`src/rtl/smg_pkg.sv`:
```
// Shared definitions for the seven-segment capture path and later display blocks.
// Holds the common-anode segment codes for 0..F, the two digit-select codes,
// the idle bus values and the capture FSM state type.
package smg_pkg;

  localparam int unsigned SIG_W  = 6;
  localparam int unsigned SEG_W  = 8;
  localparam int unsigned NIB_W  = 4;

  // Common-anode codes, A..G = bit0..bit6, DP = bit7 (all unlit DP)
  localparam logic [SEG_W-1:0] SEG_0 = 8'hC0;
  localparam logic [SEG_W-1:0] SEG_1 = 8'hF9;
  localparam logic [SEG_W-1:0] SEG_2 = 8'hA4;
  localparam logic [SEG_W-1:0] SEG_3 = 8'hB0;
  localparam logic [SEG_W-1:0] SEG_4 = 8'h99;
  localparam logic [SEG_W-1:0] SEG_5 = 8'h92;
  localparam logic [SEG_W-1:0] SEG_6 = 8'h82;
  localparam logic [SEG_W-1:0] SEG_7 = 8'hF8;
  localparam logic [SEG_W-1:0] SEG_8 = 8'h80;
  localparam logic [SEG_W-1:0] SEG_9 = 8'h90;
  localparam logic [SEG_W-1:0] SEG_A = 8'h88;
  localparam logic [SEG_W-1:0] SEG_B = 8'h83;
  localparam logic [SEG_W-1:0] SEG_C = 8'hC6;
  localparam logic [SEG_W-1:0] SEG_D = 8'hA1;
  localparam logic [SEG_W-1:0] SEG_E = 8'h86;
  localparam logic [SEG_W-1:0] SEG_F = 8'h8E;

  // Active-low digit selects
  localparam logic [SIG_W-1:0] SIG_DIG1 = 6'b111110;  // low nibble
  localparam logic [SIG_W-1:0] SIG_DIG2 = 6'b111101;  // high nibble

  // Bus values while nothing is displayed
  localparam logic [SIG_W-1:0] SIG_IDLE  = 6'h3F;
  localparam logic [SEG_W-1:0] DATA_IDLE = 8'hFF;

  typedef enum logic [1:0] {
    SEEK    = 2'd0,
    HAVE_LO = 2'd1,
    HAVE_HI = 2'd2,
    EMIT    = 2'd3
  } state_t;

endpackage

```
`src/rtl/smg_seg2hex.sv`:
```
// Combinational common-anode segment code to hex nibble decoder.
// Ports:
//   code_i   - 8-bit segment code (A..G = bit0..bit6, DP = bit7)
//   nibble_o - decoded value 0..F (0 when the code is not in the table)
//   valid_o  - 1 when code_i exactly matches one of the sixteen codes
module smg_seg2hex
  import smg_pkg::*;
(
  input  logic [SEG_W-1:0] code_i,
  output logic [NIB_W-1:0] nibble_o,
  output logic             valid_o
);

  always_comb begin
    nibble_o = '0;
    valid_o  = 1'b1;
    unique case (code_i)
      SEG_0:   nibble_o = 4'h0;
      SEG_1:   nibble_o = 4'h1;
      SEG_2:   nibble_o = 4'h2;
      SEG_3:   nibble_o = 4'h3;
      SEG_4:   nibble_o = 4'h4;
      SEG_5:   nibble_o = 4'h5;
      SEG_6:   nibble_o = 4'h6;
      SEG_7:   nibble_o = 4'h7;
      SEG_8:   nibble_o = 4'h8;
      SEG_9:   nibble_o = 4'h9;
      SEG_A:   nibble_o = 4'hA;
      SEG_B:   nibble_o = 4'hB;
      SEG_C:   nibble_o = 4'hC;
      SEG_D:   nibble_o = 4'hD;
      SEG_E:   nibble_o = 4'hE;
      SEG_F:   nibble_o = 4'hF;
      default: valid_o  = 1'b0;
    endcase
  end

endmodule

```
`src/rtl/smg_capture.sv`:
```
// Reconstructs a byte from a two-digit multiplexed seven-segment display bus.
// Each digit must be seen unchanged for STABLE_CNT registered samples before
// it is accepted; digit 1 supplies the low nibble, digit 2 the high nibble.
// Ports:
//   clk        - clock, rising edge
//   rst        - synchronous active-high reset
//   smg_sig    - active-low digit select as driven to the display
//   smg_data   - common-anode segment code
//   data       - last reconstructed byte {digit2, digit1}
//   data_valid - one-cycle pulse when data updates
//   code_err   - one-cycle pulse when an accepted sample is not a hex code
// Build option: define SMG_CAPTURE_DP_CHECK_EN to reject accepted codes with
// the decimal point lit; otherwise the DP bit is ignored.
module smg_capture
  import smg_pkg::*;
#(
  parameter int unsigned STABLE_CNT = 4
) (
  input  logic             clk,
  input  logic             rst,
  input  logic [SIG_W-1:0] smg_sig,
  input  logic [SEG_W-1:0] smg_data,
  output logic [SEG_W-1:0] data,
  output logic             data_valid,
  output logic             code_err
);

  localparam int unsigned CNT_W = 8;
  localparam int unsigned SMP_W = SIG_W + SEG_W;
  localparam logic [CNT_W-1:0] STABLE_V = CNT_W'(STABLE_CNT);

  logic [SIG_W-1:0] sig_q;
  logic [SEG_W-1:0] seg_q;
  logic [SMP_W-1:0] prev_q;
  logic [CNT_W-1:0] cnt_q, cnt_d;
  state_t           state_q;
  logic [NIB_W-1:0] lo_q, hi_q;
  logic [SEG_W-1:0] data_q;
  logic             data_valid_q, code_err_q;

  logic             is_dig1_c, is_dig2_c, is_digit_c;
  logic             accept_c;
  logic [SEG_W-1:0] code_c;
  logic             dp_lit_c;
  logic [NIB_W-1:0] dec_nib_c;
  logic             dec_ok_c;
  logic             code_bad_c;

`ifdef SMG_CAPTURE_DP_CHECK_EN
  assign code_c   = seg_q;
  assign dp_lit_c = ~seg_q[7];
`else
  assign code_c   = {1'b1, seg_q[6:0]};
  assign dp_lit_c = 1'b0;
`endif

  smg_seg2hex u_dec (
    .code_i   (code_c),
    .nibble_o (dec_nib_c),
    .valid_o  (dec_ok_c)
  );

  assign code_bad_c = ~dec_ok_c | dp_lit_c;

  // Stability counter and single-shot acceptance
  always_comb begin
    is_dig1_c  = (sig_q == SIG_DIG1);
    is_dig2_c  = (sig_q == SIG_DIG2);
    is_digit_c = is_dig1_c | is_dig2_c;
    cnt_d      = '0;
    if (!is_digit_c) begin
      cnt_d = '0;
    end else if ({sig_q, seg_q} == prev_q) begin
      cnt_d = (cnt_q >= STABLE_V) ? STABLE_V : CNT_W'(cnt_q + 1'b1);
    end else begin
      cnt_d = CNT_W'(1);
    end
    // Fires only on the transition into saturation, so a held digit counts once
    accept_c = is_digit_c && (cnt_d == STABLE_V) && (cnt_q != STABLE_V);
  end

  // Input registers, capture FSM and registered outputs
  always_ff @(posedge clk) begin
    if (rst) begin
      sig_q        <= SIG_IDLE;
      seg_q        <= DATA_IDLE;
      prev_q       <= {SIG_IDLE, DATA_IDLE};
      cnt_q        <= '0;
      state_q      <= SEEK;
      lo_q         <= '0;
      hi_q         <= '0;
      data_q       <= '0;
      data_valid_q <= 1'b0;
      code_err_q   <= 1'b0;
    end else begin
      sig_q        <= smg_sig;
      seg_q        <= smg_data;
      prev_q       <= {sig_q, seg_q};
      cnt_q        <= cnt_d;
      data_valid_q <= 1'b0;
      code_err_q   <= 1'b0;

      if (state_q == EMIT) begin
        data_q       <= {hi_q, lo_q};
        data_valid_q <= 1'b1;
        state_q      <= SEEK;
      end else if (accept_c) begin
        if (code_bad_c) begin
          // Bad code poisons the pair in progress
          code_err_q <= 1'b1;
          lo_q       <= '0;
          hi_q       <= '0;
          state_q    <= SEEK;
        end else if (is_dig1_c) begin
          lo_q    <= dec_nib_c;
          state_q <= (state_q == HAVE_HI) ? EMIT : HAVE_LO;
        end else begin
          hi_q    <= dec_nib_c;
          state_q <= (state_q == HAVE_LO) ? EMIT : HAVE_HI;
        end
      end
    end
  end

  assign data       = data_q;
  assign data_valid = data_valid_q;
  assign code_err   = code_err_q;

endmodule
```
`config.mk`:
```
export PLATFORM = sky130hd
export DESIGN_NAME = smg_capture
export DESIGN_NICKNAME = d
export VERILOG_FILES = /design/src/rtl/smg_pkg.sv /design/src/rtl/smg_seg2hex.sv /design/src/rtl/smg_capture.sv
export SDC_FILE = /design/constraint.sdc
export NUM_CORES = 1
export LEC_CHECK = 0
export BUFFER_PORTS_ARGS = -buffer_cell sky130_fd_sc_hd__buf_2
export CAP_MARGIN = 20
export CELL_PAD_IN_SITES_DETAIL_PLACEMENT = 0
export CELL_PAD_IN_SITES_GLOBAL_PLACEMENT = 1
export CORE_ASPECT_RATIO = 0.5
export CORE_UTILIZATION = 48
export CTS_CLUSTER_DIAMETER = 30
export DETAILED_ROUTE_END_ITERATION = 8
export GPL_TIMING_DRIVEN = 1
export PLACE_DENSITY_LB_ADDON = 0.1
export SYNTH_ARGS = -nofsm -noshare
export SYNTH_HDL_FRONTEND = slang
export SYNTH_HIERARCHICAL = 1
export SYNTH_SLANG_ARGS = --single-unit
export TNS_END_PERCENT = 30
```
`constraint.sdc`:
```
create_clock -name clk -period 4.3 [get_ports clk]
set_input_delay 0.215 -clock clk [delete_from_list [all_inputs] [get_ports clk]]
set_output_delay 0.215 -clock clk [all_outputs]
set_load 0.05 [all_outputs]
```
==> impl_metrics.toml, run 1 <==
[status]
status = "finished, final reports clean"

[critical_path]
critPathLaunchType = "flop"
required_ns = 4.53
r2r_cells = 7
crit_path_end_kind = "flop"
critical_path_peak_fanout = 14
critPathTopFamily = "simple AND/OR/NAND/NOR gates"
max_stage_delay_ns = 0.58
crit_buf_inv = 0
slowest_stage = "dfxtp_1"
path_cells = "or3b_2, a221oi_1, a31oi_1, nand3_1, nand2_1, or4_1, o21ai_0"
cp.depth = 7
worstSetupPathType = "reg2reg"
crit_arrival_ns = 2.93

[clock_tree]
cts_resized = 0
cts_setup_buffers = 0
cts_buffer_depth = 2
cts.htree.levels = 2
cts_tree = "done"
cts.sinks = 56
cts.hold.buffers_added = 0
cts-root-buf = "clkbuf_8"
clk_latency_ns = 0.30
path_clk_slew_ns = 0.09
numCtsBuffers = 5

[die]
num_rows = 17
ios = 26
core_um2 = 4590
dieArea_um2 = 5300
die_h_um = 52.0
start_util_pct = 52.2
die_w_um = 102

[timing]
final-hold-violation-count = 0
max_slew_margin_pct = 48.6
fin_skew_ns = 0.00604
final.period_utilization_pct = 62.9
maxSlewViolCount = 0
clock.fmax_mhz = 370
setup_tns_ns = 0
min_period_ns = 2.70
tightest_slew_ns = 0.771
setup_violations = 0
rsz0062_at_grt = "no"

[logic_synthesis]
synth_cell_type_count = 50
synthTopCellsByArea = "dfxtp_1, or2_2, xnor2_1, nand2_1, o32ai_1"
synthFlopType = "dfxtp_1"
synth_top_area_share_pct = 46.7
syn_inst = 251
synthArstFlopShare_pct = 0
ys_seq_area_share_pct = 46.7
yosysWarnings = 6
netlist_area_um2 = 2400
syn_area_per_cell_um2 = 9.56
synth_top_area_cell = "dfxtp_1"
synth_edf_count = 0
ys_ff_latch = 56

[global_routing]
grt_pass1_vias = 1488
antenna_found_initial = 0
grt_pass1_wl_um = 6870
overflow = 0
grt_max_degree = 58
met2_usage_pct = 24.9
grt.total_usage_pct = 17.0
use_met1_pct = 24.7
met3_usage_pct = 4.84
busiest_layer = "met2"

[power_and_ir_drop]
power_leakage_uw = 0.000958
max-vdd-ir-drop_mv = 0.193
finalPower_uw = 878
pwr_density_cell_nw_per_um2 = 335

[detailed_routing]
first_iter_violations = 61
vias = 1719
first_pass_iters = 4
drt-vias-per-instance = 5.04
wire_per_inst_um = 12.4
drc = 0
antenna_left = 0
drt_wl_total_um = 4240

[run]
cap_violations = 0

[cells_and_area]
area_growth_pct = 9.34
nets = 293
drive_above_1_share_pct = 26.5
antenna_cells = 0
fillers = 428

[min_path]
hold_depth = 2
hold_path_class = "in2reg"

[placed_design]
portBuffers = 25
post-dp-hpwl_um = 2920
gp_congestion = 0.812
synth_stat cells (4+ instances only):
library cell and number:
nor3_1 6, a21oi_1 10, or3b_2 5, dfxtp_1 56
or2_2 28, nand2b_1 11, nor2_1 7, nand2_1 24
nand3b_1 4, inv_1 5, clkbuf_1 7, xnor2_1 14
o32ai_1 9, o21ai_0 4, or4_1 5
layer usage:
layer	wire length, um	vias up	share of wire (%)
met4	14	0	0.33
met5	0	-	0
li1	-	907	-
met1	2320	764	55
met2	1690	44	40
met3	216	4	5.1
path summary, 6_finish.rpt:
path	from	endpoint	slack, ns
setup / recovery	seg_q[1]$_SDFF_PP1_	state_q[0]$_SDFFE_PP0P_	1.60
hold / removal	smg_sig[1]	sig_q[1]$_SDFF_PP1_	0.09
setup reg to reg	seg_q[1]$_SDFF_PP1_	state_q[0]$_SDFFE_PP0P_	1.60
hold reg to reg	data[1]$_SDFFE_PP0P_	data[1]$_SDFFE_PP0P_	0.45
worst reg2reg max path, stage by stage, from the launching register on:
cell      delay (ns)
dfxtp_1         0.58
or3b_2          0.51
a221oi_1        0.39
a31oi_1         0.11
nand3_1         0.28
nand2_1         0.14
or4_1           0.48
o21ai_0         0.14
layout make-up:
cell class	count	area, um^2	area share (%)
clock buffers	5	68.8	2.62
clock inverters	2	12.5	0.477
inverters	5	18.8	0.716
multi-input cells	182	1190	45.5
flip-flops and latches	56	1120	42.7
well taps	66	82.6	3.15
repair buffers	25	125	4.77
kinds of logic (layout without fill, tap and decap cells):
logic type	after synthesis	after routing	share of synthesized area, %
other	2	10	0.313
buffers and inverters	21	37	4.75
AOI/OAI and AO/OA	35	35	10.1
and+or+nand+nor	119	119	31.2
adders and majority gates	2	2	1.04
xor gates and xnor gates	16	16	5.84
DFF	56	56	46.7
where the power goes:
group | internal [uW] | leakage, uW | switching, uW
clock network | 111 | 0.0000400 | 157
registers | 533 | 0.000460 | 18.5
logic | 31.8 | 0.000458 | 26.2
state kept, by name, summed over array words and instances, names as in the netlist:
name	count
lo_q	4
cnt_q	8
state_q	2
code_err	1
seg_q	8
prev_q	14
hi_q	4
sig_q	6
data	8
data_valid	1
cells in the final DEF, fill, tap and decap left out, types with 4 or more instances in the layout:
master and n:
dfxtp_1 56, o32ai_1 9, nand3b_1 4, nor3_1 6
xnor2_1 14, buf_2 25, or3b_2 5, conb_1 10
or4_1 5, clkbuf_8 5, nand2_1 24, a21oi_1 10
nor2_1 7, or2_2 28, inv_1 5, o21ai_0 4
nand2b_1 11
metrics by stage:
| stage | cell area, um^2 | worst slack, ns | hold WS, ns | std cells | utilization (%) |
|---|---|---|---|---|---|
| 2_1_floorplan | 2430 | 1.91 | 0.319 | 259 | - |
| 4_1_cts | 2620 | 1.67 | 0.0855 | 341 | 57.1 |
| 6_report | 2620 | 1.60 | 0.0945 | 341 | 57.1 |
| 3_5_place_dp | 2540 | 1.69 | 0.399 | 334 | 55.3 |
| 5_1_grt | 2620 | 1.34 | 0.0741 | 341 | 57.1 |
| 3_3_place_gp | 2540 | 1.70 | 0.396 | 334 | 55.3 |
Power figures use the tool's default switching activity.
==> run 2, diff against run 1 <==
Settings changed: CORE_UTILIZATION 48 to 44.
Clock period 4.3 ns to 2.7 ns, I/O delays scaled along.
==> impl_metrics.toml, run 2 (synthesis gave the netlist of run 1 again) <==
[clock_tree]
cts_tree = "done"
numCtsBuffers = 5
cts-root-buf = "clkbuf_8"
cts_buffer_depth = 2
path_clk_slew_ns = 0.09
clk_latency_ns = 0.30
cts.htree.levels = 2
cts.sinks = 56

[detailed_routing]
vias = 1776
antenna_left = 0
first_iter_violations = 49
drt_wl_total_um = 4460
drt-vias-per-instance = 4.99
wire_per_inst_um = 12.5
drc = 0
first_pass_iters = 4

[critical_path]
critical_path_peak_fanout = 10
r2r_cells = 7
crit_arrival_ns = 2.73
r2r_end = "state_q[0]$_SDFFE_PP0P_"
rrSetupSlack_ns = 0.19
critPathLaunch = "seg_q[3]$_SDFF_PP1_"
required_ns = 2.93
reg2reg_from = "seg_q[3]$_SDFF_PP1_"
worstSetupPathType = "reg2reg"
crit_path_end_kind = "flop"
critPathLaunchType = "flop"
crit_end = "state_q[0]$_SDFFE_PP0P_"

[cells_and_area]
final_cell_mix = "dfxtp_1, or2_2, buf_2, nand2_1, xnor2_1"
drive_above_1_share_pct = 28.3
fillers = 481
largest-register = "prev_q"
area_growth_pct = 13.4
nets = 303
final_common_cell = "dfxtp_1"
utilization_pct = 53.4
largest_reg_flops = 14
antenna_cells = 0

[die]
dieArea_um2 = 5770
start_util_pct = 47.1
die_w_um = 106
num_rows = 18
core_um2 = 5090
die_h_um = 54.2
ios = 26

[timing]
tightest_slew_ns = 0.774
setup_violations = 0
final-hold-violation-count = 0
maxSlewViolCount = 0
clock.fmax_mhz = 399
min_period_ns = 2.51
fin_skew_ns = 0.00824
max_slew_margin_pct = 48.4
rsz0062_at_grt = "no"
worst_slack_ns = 0.193
final.period_utilization_pct = 92.9
setup_tns_ns = 0

[global_routing]
overflow = 0
grt_pass1_wl_um = 7640
grt_pass1_vias = 1635
grt_max_degree = 58
antenna_found_initial = 0
grt.total_usage_pct = 17.5

[power_and_ir_drop]
pwr_density_cell_nw_per_um2 = 528
max-vdd-ir-drop_mv = 0.274
power_leakage_uw = 0.00101

[status]
status = "finished, final reports clean"

[run]
cap_violations = 0

[placed_design]
portBuffers = 25
post-dp-hpwl_um = 3240
pre_cts_slack_ns = 0.197
gp_congestion = 0.862

[min_path]
hold_path_class = "in2reg"
[run 2: worst min path at each step]
stage,start,to,slack [ns],cells after the start
6_report,smg_sig[1],sig_q[1]$_SDFF_PP1_,0.01,2
3_5_place_dp,smg_sig[1],sig_q[1]$_SDFF_PP1_,0.32,2
4_1_cts,smg_sig[4],sig_q[4]$_SDFF_PP1_,0.003,2
3_3_place_gp,smg_data[2],seg_q[2]$_SDFF_PP1_,0.32,2
2_1_floorplan,smg_data[0],seg_q[0]$_SDFF_PP1_,0.24,1
5_1_grt,smg_data[7],seg_q[7]$_SDFF_PP1_,0.007,2
[run 2: stage by stage]
stage / cells / total power [uW] / hold WS, ns / instance area (um^2)
6_report: 356 / 1440 / 0.0128 / 2720
5_1_grt: 356 / 1510 / 0.00691 / 2720
4_1_cts: 354 / 1450 / 0.00292 / 2700
3_5_place_dp: 346 / 1000 / 0.319 / 2610
3_3_place_gp: 346 / 997 / 0.317 / 2610
2_1_floorplan: 259 / 970 / 0.239 / 2430
[run 2: area by class of cell]
class / instances / area, um^2 / area share (%)
multi-input combinational: 182 / 1190 / 43.9
sequential: 56 / 1120 / 41.2
timing repair buffer: 35 / 205 / 7.54
tap: 70 / 87.6 / 3.22
clock buffer: 7 / 86.3 / 3.17
inverter: 5 / 18.8 / 0.690
clock inverter: 1 / 7.51 / 0.276
[run 2: what timing repair did]
action | in CTS | in global routing
endpoints found under the setup margin | 0 | 0
resized for setup | 0 | 0
hold buffers | 0 | 2
hold endpoints to repair | 0 | 2
buffers inserted | 0 | 0
[run 2: worst max-delay path, cell delays in order (launching register included)]
cell      delay (ns)
dfxtp_1         0.51
or3b_2          0.47
a221oi_1        0.41
a31oi_1         0.10
nand3_1         0.21
nand2_1         0.11
or4_1           0.47
o21ai_0         0.15
[run 2: layer usage]
layer | track usage, % | share of wire [%] | vias to the layer above | wire length (um)
met2 | 28.6 | 41 | 47 | 1830
met5 | 0 | 0 | - | 0
met3 | 4.64 | 4.5 | 4 | 201
met1 | 23.8 | 54 | 786 | 2400
met4 | 3.42 | 0.38 | 0 | 17
li1 | - | - | 939 | -
[run 2: where the power goes]
part	internal, uW	switching, uW	total, uW
clock	209	245	454
combinational	57.6	50.7	108
sequential	850	23.6	873
total	1120	319	1440
==> run 3, diff against run 2 <==
Settings changed: SYNTH_HIERARCHICAL 1 to not set.
==> impl_metrics.toml, run 3 <==
[global_routing]
met3_usage_pct = 5.08
use_met1_pct = 22.9
met2_usage_pct = 23.5
overflow = 0
antenna_found_initial = 0
grt.total_usage_pct = 16.2
grt_pass1_wl_um = 6910
busiest_layer = "met2"
grt_max_degree = 55
grt_pass1_vias = 1476

[placed_design]
pre_cts_slack_ns = 0.373
post-dp-hpwl_um = 2890
place_area_um2 = 2510
portBuffers = 25
gp_congestion = 0.821

[critical_path]
critPathLaunchType = "flop"
critical_path_peak_fanout = 14
slowest_stage = "dfxtp_1"
worstSetupPathType = "reg2reg"
path_cells = "xnor2_1, nand4_1, nor4_2, nor3b_4, o2111a_2, mux2_1"
crit_arrival_ns = 2.51
required_ns = 2.91
crit_path_end_kind = "flop"
max_stage_delay_ns = 0.58

[cells_and_area]
antenna_cells = 0
area_growth_pct = 13.4
final_common_cell = "dfxtp_1"
utilization_pct = 53.1
post-route-cell-area_um2 = 2670
final_cell_mix = "dfxtp_1, or2_2, nand2_1, buf_2"
largest_reg_flops = 14
drive_above_1_share_pct = 26.0
largest-register = "prev_q"
nets = 294

[status]
status = "finished, final reports clean"

[detailed_routing]
first_iter_violations = 75
vias = 1661
wire_per_inst_um = 11.9
drt-vias-per-instance = 4.79
antenna_left = 0
drt_wl_total_um = 4120
first_pass_iters = 4
drc = 0

[die]
num_rows = 18
die_h_um = 53.7
dieArea_um2 = 5660
die_w_um = 105
ios = 26
start_util_pct = 46.8
core_um2 = 5020

[min_path]
hold_path_class = "in2reg"

[run]
cap_violations = 0

[timing]
maxSlewViolCount = 0
final-hold-violation-count = 0
min_period_ns = 2.30
final.period_utilization_pct = 85.3
tightest_slew_ns = 0.783
setup_violations = 0
worst_slack_ns = 0.396
clock.fmax_mhz = 434
fin_skew_ns = 0.00525
timing.hold.ws_ns = 0.00595
setup_tns_ns = 0
max_slew_margin_pct = 47.8
rsz0062_at_grt = "no"

[logic_synthesis]
netlist_area_um2 = 2350
ys_seq_area_share_pct = 47.7
yosysMostFrequentCell = "dfxtp_1"
yosys-top-cells-count = "dfxtp_1, or2_2, nand2_1"
synthTopCellsByArea = "dfxtp_1, or2_2, xnor2_1, nand2_1, a21oi_1"
synthFlopType = "dfxtp_1"
ys_ff_latch = 56
syn_inst = 248
synth_top_area_share_pct = 47.7
yosysWarnings = 0
syn_area_per_cell_um2 = 9.48
synth_top_area_cell = "dfxtp_1"
synth_cell_type_count = 47
synth_edf_count = 0
synthArstFlopShare_pct = 0

[power_and_ir_drop]
max-vdd-ir-drop_mv = 0.247
power_leakage_uw = 0.00102
pwr_density_cell_nw_per_um2 = 543

[clock_tree]
cts_tree = "done"
path_clk_slew_ns = 0.09
numCtsBuffers = 5
cts-root-buf = "clkbuf_8"
cts.htree.levels = 2
cts.sinks = 56
cts_buffer_depth = 2
clk_latency_ns = 0.31
-- run 3: layout make-up --
class	count	area (um^2)
fill	489	2360
multi-input combinational	177	1150
sequential	56	1120
timing repair buffer	33	200
tap	70	87.6
clock buffer	6	82.6
inverter	3	11.3
clock inverter	2	10.0
-- run 3: through the flow --
step,instances,total power (uW)
CTS,346,1460
finish,347,1450
floorplan,252,970
detailed placement,333,994
global placement,333,992
global route,347,1520
-- run 3: kinds of logic (layout without fill, tap and decap cells) --
logic type	after synthesis	in the layout	synth area share (%)
multiplexers	8	8	3.94
AND/OR/NAND/NOR	114	114	28.4
other	1	5	0.159
flip-flops	56	56	47.7
adder cells (fa/ha/maj)	2	2	1.06
XOR/XNOR	16	16	6.28
buffers and inverters	19	44	3.94
AO/OA/AOI/OAI	32	32	8.62
-- run 3: path summary, 6_finish.rpt --
| path | cells past startpoint | to | slack, ns | startpoint |
|---|---|---|---|---|
| hold / removal | 2 | seg_q[4]$_SDFF_PP1_ | 0.006 | smg_data[4] |
| setup / recovery | 6 | lo_q[3]$_SDFFE_PP0P_ | 0.40 | seg_q[3]$_SDFF_PP1_ |
| setup reg to reg | 6 | lo_q[3]$_SDFFE_PP0P_ | 0.40 | seg_q[3]$_SDFF_PP1_ |
| hold reg to reg | 2 | data[6]$_SDFFE_PP0P_ | 0.46 | data[6]$_SDFFE_PP0P_ |
-- run 3: where the power goes --
part | switching, uW | leakage, uW | total, uW | internal (uW)
clock network | 263 | 0.0000510 | 468 | 205
logic | 47.0 | 0.000513 | 106 | 58.8
registers | 25.1 | 0.000460 | 875 | 850
-- run 3: repair_timing --
action,CTS,global route
gates resized for setup,0,0
hold buffers,5,1
buffers inserted,0,0
hold endpoints to repair,5,1
-- run 3: worst max-delay path: cells and delay by family (launching register included) --
family	cells	cell delay, ns
AO/OA/AOI/OAI	1	0.32
XOR/XNOR	1	0.17
flip-flops	1	0.58
multiplexers	1	0.32
AND/OR/NAND/NOR	3	0.82
-- run 3: metal layers --
layer  wire length (um)  share of wire [%]  vias up
met2               1520                 37       40
li1                   -                  -      882
met3                194                4.7        7
met5                  0                  0        -
met1               2360                 57      732
met4                 42                1.0        0
